### src/rtl/pipe_pkg.sv
// Shared definitions for the pipeline stage buffers: FSM states, statistic
// width, per-stage bundle widths and small helper functions.
package pipe_pkg;

  localparam int STAT_W = 16;

  // Default bundle widths for each pipeline boundary.
  localparam int ID_EX_CTRL_W  = 24;
  localparam int ID_EX_DATA_W  = 64;
  localparam int EX_MEM_CTRL_W = 16;
  localparam int EX_MEM_DATA_W = 64;
  localparam int MEM_WB_CTRL_W = 8;
  localparam int MEM_WB_DATA_W = 64;

  typedef enum logic [1:0] {
    ST_EMPTY = 2'd0,
    ST_ONE   = 2'd1,
    ST_FULL  = 2'd2
  } pipe_state_e;

  // Encoding 2'd3 is unreachable and is treated as empty.
  function automatic logic state_holds_word(input pipe_state_e s);
    logic r;
    case (s)
      ST_ONE:  r = 1'b1;
      ST_FULL: r = 1'b1;
      default: r = 1'b0;
    endcase
    return r;
  endfunction

  function automatic logic [STAT_W-1:0] sat_inc(input logic [STAT_W-1:0] v);
    logic [STAT_W-1:0] r;
    if (v == {STAT_W{1'b1}}) begin
      r = v;
    end else begin
      r = v + {{(STAT_W-1){1'b0}}, 1'b1};
    end
    return r;
  endfunction

endpackage

### src/rtl/pipe_sat_counter.sv
// Saturating event counter with synchronous clear; updates on the falling
// clock edge to match the stage buffers it observes.
module pipe_sat_counter
  import pipe_pkg::*;
#(
  parameter int W = STAT_W
) (
  input  logic         clk,
  input  logic         clr,
  input  logic         inc,
  output logic [W-1:0] cnt
);

  logic [W-1:0] cnt_d;
  logic [W-1:0] cnt_q;

  // Next count: hold at all-ones once reached.
  always_comb begin
    cnt_d = cnt_q;
    if (inc && (cnt_q != {W{1'b1}})) begin
      cnt_d = cnt_q + {{(W-1){1'b0}}, 1'b1};
    end else begin
      cnt_d = cnt_q;
    end
  end

  // Count register; clear has priority over increment.
  always_ff @(negedge clk) begin
    if (clr) begin
      cnt_q <= {W{1'b0}};
    end else begin
      cnt_q <= cnt_d;
    end
  end

  assign cnt = cnt_q;

endmodule

### src/rtl/pipe_stage_buf.sv
// Pipeline stage register with valid/ready handshake, 2-entry skid buffer and
// flush. Optional stall/flush statistics are built when PIPE_STAGE_STATS_EN is defined.
module pipe_stage_buf
  import pipe_pkg::*;
#(
  parameter int DATA_W            = ID_EX_DATA_W,
  parameter int CTRL_W            = ID_EX_CTRL_W,
  parameter int CLR_DATA_ON_FLUSH = 0
) (
  input  logic              clk,
  input  logic              Reset,
  input  logic              flush,
  input  logic              in_valid,
  output logic              in_ready,
  input  logic [CTRL_W-1:0] in_ctrl,
  input  logic [DATA_W-1:0] in_data,
  output logic              out_valid,
  input  logic              out_ready,
  output logic [CTRL_W-1:0] out_ctrl,
  output logic [DATA_W-1:0] out_data
`ifdef PIPE_STAGE_STATS_EN
  ,
  output logic [STAT_W-1:0] stall_cnt,
  output logic [STAT_W-1:0] flush_cnt
`endif
);

  pipe_state_e       state_d,     state_q;
  logic [CTRL_W-1:0] main_ctrl_d, main_ctrl_q;
  logic [DATA_W-1:0] main_data_d, main_data_q;
  logic [CTRL_W-1:0] skid_ctrl_d, skid_ctrl_q;
  logic [DATA_W-1:0] skid_data_d, skid_data_q;

  logic accept_s;
  logic drain_s;
  logic out_valid_s;

  // in_ready depends on state only, so no combinational path from out_ready.
  assign in_ready    = (state_q != ST_FULL) & ~Reset;
  assign out_valid_s = state_holds_word(state_q);
  assign accept_s    = in_valid & in_ready;
  assign drain_s     = out_valid_s & out_ready;

  assign out_valid = out_valid_s;
  assign out_data  = main_data_q;
  assign out_ctrl  = out_valid_s ? main_ctrl_q : {CTRL_W{1'b0}};

  // Next-state and datapath selection; flush overrides the handshake.
  always_comb begin
    state_d     = state_q;
    main_ctrl_d = main_ctrl_q;
    main_data_d = main_data_q;
    skid_ctrl_d = skid_ctrl_q;
    skid_data_d = skid_data_q;
    if (flush) begin
      state_d     = ST_EMPTY;
      main_ctrl_d = {CTRL_W{1'b0}};
      skid_ctrl_d = {CTRL_W{1'b0}};
      if (CLR_DATA_ON_FLUSH != 0) begin
        main_data_d = {DATA_W{1'b0}};
        skid_data_d = {DATA_W{1'b0}};
      end else begin
        main_data_d = main_data_q;
        skid_data_d = skid_data_q;
      end
    end else begin
      case (state_q)
        ST_ONE: begin
          if (accept_s && drain_s) begin
            main_ctrl_d = in_ctrl;
            main_data_d = in_data;
          end else if (accept_s) begin
            state_d     = ST_FULL;
            skid_ctrl_d = in_ctrl;
            skid_data_d = in_data;
          end else if (drain_s) begin
            state_d = ST_EMPTY;
          end else begin
            state_d = ST_ONE;
          end
        end
        ST_FULL: begin
          if (drain_s) begin
            state_d     = ST_ONE;
            main_ctrl_d = skid_ctrl_q;
            main_data_d = skid_data_q;
          end else begin
            state_d = ST_FULL;
          end
        end
        // ST_EMPTY and the illegal encoding share this arm.
        default: begin
          if (accept_s) begin
            state_d     = ST_ONE;
            main_ctrl_d = in_ctrl;
            main_data_d = in_data;
          end else begin
            state_d = ST_EMPTY;
          end
        end
      endcase
    end
  end

  // Stage registers; Reset clears everything regardless of state.
  always_ff @(negedge clk) begin
    if (Reset) begin
      state_q     <= ST_EMPTY;
      main_ctrl_q <= {CTRL_W{1'b0}};
      main_data_q <= {DATA_W{1'b0}};
      skid_ctrl_q <= {CTRL_W{1'b0}};
      skid_data_q <= {DATA_W{1'b0}};
    end else begin
      state_q     <= state_d;
      main_ctrl_q <= main_ctrl_d;
      main_data_q <= main_data_d;
      skid_ctrl_q <= skid_ctrl_d;
      skid_data_q <= skid_data_d;
    end
  end

`ifdef PIPE_STAGE_STATS_EN
  logic stall_evt_s;
  assign stall_evt_s = out_valid_s & ~out_ready;

  pipe_sat_counter #(.W(STAT_W)) u_stall_cnt (
    .clk (clk),
    .clr (Reset),
    .inc (stall_evt_s),
    .cnt (stall_cnt)
  );

  pipe_sat_counter #(.W(STAT_W)) u_flush_cnt (
    .clk (clk),
    .clr (Reset),
    .inc (flush),
    .cnt (flush_cnt)
  );
`endif

endmodule

### config.mk
export PLATFORM = sky130hd
export DESIGN_NAME = pipe_stage_buf
export DESIGN_NICKNAME = d
export VERILOG_FILES = /design/src/rtl/pipe_pkg.sv /design/src/rtl/pipe_sat_counter.sv /design/src/rtl/pipe_stage_buf.sv
export SDC_FILE = /design/constraint.sdc
export NUM_CORES = 1
export LEC_CHECK = 0
export CELL_PAD_IN_SITES_DETAIL_PLACEMENT = 1
export CELL_PAD_IN_SITES_GLOBAL_PLACEMENT = 1
export CORE_MARGIN = 10
export CORE_UTILIZATION = 35
export CTS_BUF_LIST = sky130_fd_sc_hd__clkbuf_8
export DETAILED_ROUTE_END_ITERATION = 10
export HOLD_SLACK_MARGIN = 0.03
export PLACE_DENSITY_LB_ADDON = 0.1
export SYNTH_ARGS = -nofsm -noshare
export SYNTH_HDL_FRONTEND = slang
export SYNTH_SLANG_ARGS = --single-unit
### constraint.sdc
create_clock -name clk -period 2.57 [get_ports clk]
set_input_delay 0.3855 -clock clk [delete_from_list [all_inputs] [get_ports clk]]
set_output_delay 0.3855 -clock clk [all_outputs]
set_load 0.05 [all_outputs]
After elaboration in Yosys (flattened, before gate mapping)
Cells that the tools add are included.
W data, S select, Z words.
- eq/ne operators: 6
- multiplexer cells: 16
- bitwise operators: 6
- reductions and logical operators: 8
- operator list (operator ; count):
    $mux W64 ; 3
    $pmux W64 S2 ; 1
    $mux W24 ; 4
    $pmux W24 S2 ; 1
    $ne A2 B2 Y1 const B ; 4
    $reduce_and A4 Y1 ; 2
    $mux W2 ; 3
    $reduce_and A3 Y1 ; 2
    $pmux W2 S2 ; 1
    $reduce_or A2 Y1 ; 2
    $and A1 B1 Y1 ; 3
    $mux W1 ; 3
    $not A1 Y1 ; 3
    $reduce_bool A3 Y1 ; 1
    $eq A2 B1 Y1 const B ; 1
    $eq A2 B2 Y1 const B ; 1
    $logic_and A1 B1 Y1 ; 1
- input port bits: 93
- register bits after elaboration: 178
- word-level logic and storage cells: 41
- output and inout bits: 90

Longest topological paths before layout
- depth in word-level cells: 8
- mapped depth: 11
- mapped depth without buffers: 6

==> results.tsv <==
stage	metric	value	unit
worst_setup_path	crit_path_max_fanout	8	
cts	cts.clk_slew.worst_paths	40	ps
synth	avgSynthCellArea	9.28	um2
worst_setup_path	crit_chain	inv_2 > ha_4 > buf_12 > nor2b_4 > buf_8	
power_and_ir_drop	ir_drop	348	uV
worst_setup_path	cp.required	2180	ps
synth	synth.most_common_cell	nand2_1	
finish	final_nets	1373	
place	numPortBuffers	182	
cts	clock_sinks	178	
hold_path	worstHoldPathType	reg2reg	
drt	first_pass_iters	4	
cts	numCtsBuffers	17	
outcome	failed_checks	setup timing	
floorplan	die_w	170	um
worst_setup_path	crit_slowest_cell	dfxtp_2	
floorplan	die_h	170	um
worst_setup_path	crit_arrival	2880	ps
cts	cts_root_buf	clkbuf_8	
worst_setup_path	path_class	reg2out	
synth	synthTopCellsByArea	dfxtp_1 45%, a311oi_2 11%, mux2i_1 11%	
floorplan	initial_core_util	35.8	%
sta	finalClockSkew	44.2	ps
synth	synth_nets	945	
drt	wl	37.9	mm
grt	grt_pass1_wl	48.3	mm
floorplan	io_pins	183	
sta	setup_viol	242	
power_and_ir_drop	combPwrFrac	17.9	%
grt	grt_max_degree	130	
power_and_ir_drop	p_int	4.56	mW
drt	wl_per_cell	24.1	um
synth	async_flop_share	0	%
synth	synth.top_cell.area_share	45.2	%
power_and_ir_drop	switching_share	38.9	%
synth	synth_top_area_cell	dfxtp_1	
power_and_ir_drop	clkPwrFrac	43.0	%
finish	fin_area	14700	um2
synth	yosysUniqueCellTypes	31	
synth	yosysSeqAreaShare	45.2	%
power_and_ir_drop	p_per_area	507	nW/um2
finish	ff_latch_area	3720	um2
place	hpwlAfterDp	16.9	mm
floorplan	row_count	54	
synth	ys_warn_count	0	
place	gp_congestion	0.727	
place	dpl_cell_area	11100	um2
sta	drv_slew	0	
sta	whs	450	ps
power_and_ir_drop	p_switching	2.90	mW
worst_setup_path	endpoint_kind	output port	
floorplan	dieArea	29000	um2
synth	synth_seq_cells	178	
cts	cts-htree-levels	4	
finish	multiInputGateArea	4930	um2
grt	grt_usage	20.9	%
synth	synthFlopType	dfxtp_1	
cts	clock_latency	540	ps
power_and_ir_drop	leakage	5.67	nW
sta	worst_slack	-693	ps
drt	drt_iter0_markers	394	
flow_run	drv_cap	0	
cts	cts_tree	built	
worst_setup_path	cp-start-kind	flop	
finish	synthToLayoutAreaGrowth	86.2	%
place	dp.cells	1271	
synth	synthTopCellsByCount	179 x nand2_1, 178 x dfxtp_1, 91 x nor3_1	
finish	final_util	66.7	%
grt	use_met3	8.35	%
grt	grt.busiest_layer	met2	
grt	grt.overflow.total	0	
drt	viasPerCell	5.49	
sta	maxSlewHeadroom	44.9	%
drt	drcViolationCount	0	
synth	synth_cells	850	
finish	stdcell_count	1573	
sta	worstMarginPinSlew	827	ps
worst_setup_path	max_stage_delay	330	ps
synth	synth_edf_count	0	
cts	clockBufferDepth	2	
grt	antenna_found_initial	4	
finish	drive_gt1_share	44.8	%
grt	grt_use_met1	22.7	%
sta	hold_viol	0	
sta	rsz0062_at_grt	yes	
drt	ant_nets	0	
floorplan	core-area	22000	um2
power_and_ir_drop	p_seq_share	39.1	%
drt	vias	8634	
synth	netlist_area	7890	um2
grt	grt_pass1_vias	9177	
outcome	status	finished, violations left	
finish	nFillCells	2266	
cts	cts_hold_buf	0	
grt	grt_use_met2	35.3	%
## cells in the final DEF, fill, tap and decap left out, types with 2 or more instances in the layout
cell type	instances
a311oi_2	62
a311oi_1	2
dfxtp_4	29
nor2_1	2
buf_12	99
buf_2	2
a211oi_2	24
buf_8	22
clkdlybuf4s50_1	88
nand2_2	22
a21oi_2	38
nor3_4	11
a21oi_4	2
inv_1	179
buf_4	47
a21oi_1	52
nand2_1	124
nand2_4	33
dfxtp_2	37
clkinvlp_2	3
nor2b_4	24
inv_4	2
dfxtp_1	112
diode_2	4
buf_6	34
clkbuf_8	17
buf_16	12
nor3_2	20
clkbuf_16	14
mux2i_1	88
clkinv_4	4
nor3_1	60
inv_8	3
## area by class of cell
cell class / instances / area share, %
Multi-Input combinational cell: 580 / 33.6
Timing Repair Buffer: 319 / 31.7
Sequential cell: 178 / 25.3
Clock inverter: 191 / 5.26
Tap cell: 280 / 2.38
Clock buffer: 17 / 1.59
Inverter: 4 / 0.136
Antenna cell: 4 / 0.0681
## layer usage
metal  vias to the layer above  part of all wire, %
met5                         -                    0
li1                       3893                    -
met2                       301                   52
met4                         0                  2.5
met1                      4364                   40
met3                        76                  5.7
## state kept, by name, indices dropped and copies added, names as in the netlist
name	cells
out_data	64
main_ctrl_q	24
state_q	2
skid_data_q	64
skid_ctrl_q	24
## repair_timing
action / CTS / global route
gates resized for setup: 181 / 226
pin swaps: 9 / 101
setup buffers: 30 / 38
endpoints found under the setup margin: 267 / 210
gates cloned: 15 / 19
## per-stage QoR
stage	setup TNS, ps	worst slack (ps)	power [mW]
after global routing	-49760	-770	7.90
final	-43840	-693	7.45
after detailed placement	-144560	-994	4.41
after global placement	-141710	-920	4.39
after CTS	-32610	-694	7.23
after floorplan	-65360	-485	3.89
## critical path: cells and delay by family, from the launching register on
family | cells | cell delay (ps)
AND/OR/NAND/NOR | 1 | 140
flip-flops | 1 | 330
buffers and inverters | 3 | 360
adder cells (fa/ha/maj) | 1 | 250
## power groups by stage
stage	Clock (mW)	Combinational, mW	Sequential [mW]
2_1_floorplan	0.421	0.368	3.10
3_3_place_gp	0.421	1.01	2.96
3_5_place_dp	0.421	1.03	2.96
4_1_cts	3.11	1.20	2.92
5_1_grt	3.60	1.39	2.91
6_report	3.20	1.34	2.91
## kinds of logic (layout without fill, tap and decap cells)
kind of cell,after synthesis,in the layout,synth area share [%]
AND/OR/NAND/NOR,308,308,17.4
AO/OA/AOI/OAI,181,181,20.2
flip-flops,178,178,45.2
buffers and inverters,92,531,5.61
multiplexers,89,89,11.3
adder cells (fa/ha/maj),2,2,0.317
other,0,4,0
## worst paths after layout
kind | endpoint | slack [ps] | cells after the start | start
worst max register to register | out_data[58] | 90 | 11 | state_q[0]
worst min register to register | skid_ctrl_q[10] | 450 | 2 | skid_ctrl_q[10]
worst min-delay path | skid_ctrl_q[10] | 450 | 2 | skid_ctrl_q[10]
worst max-delay path | out_ctrl[19] | -690 | 5 | state_q[0]
(Power assumes the default switching activity.)
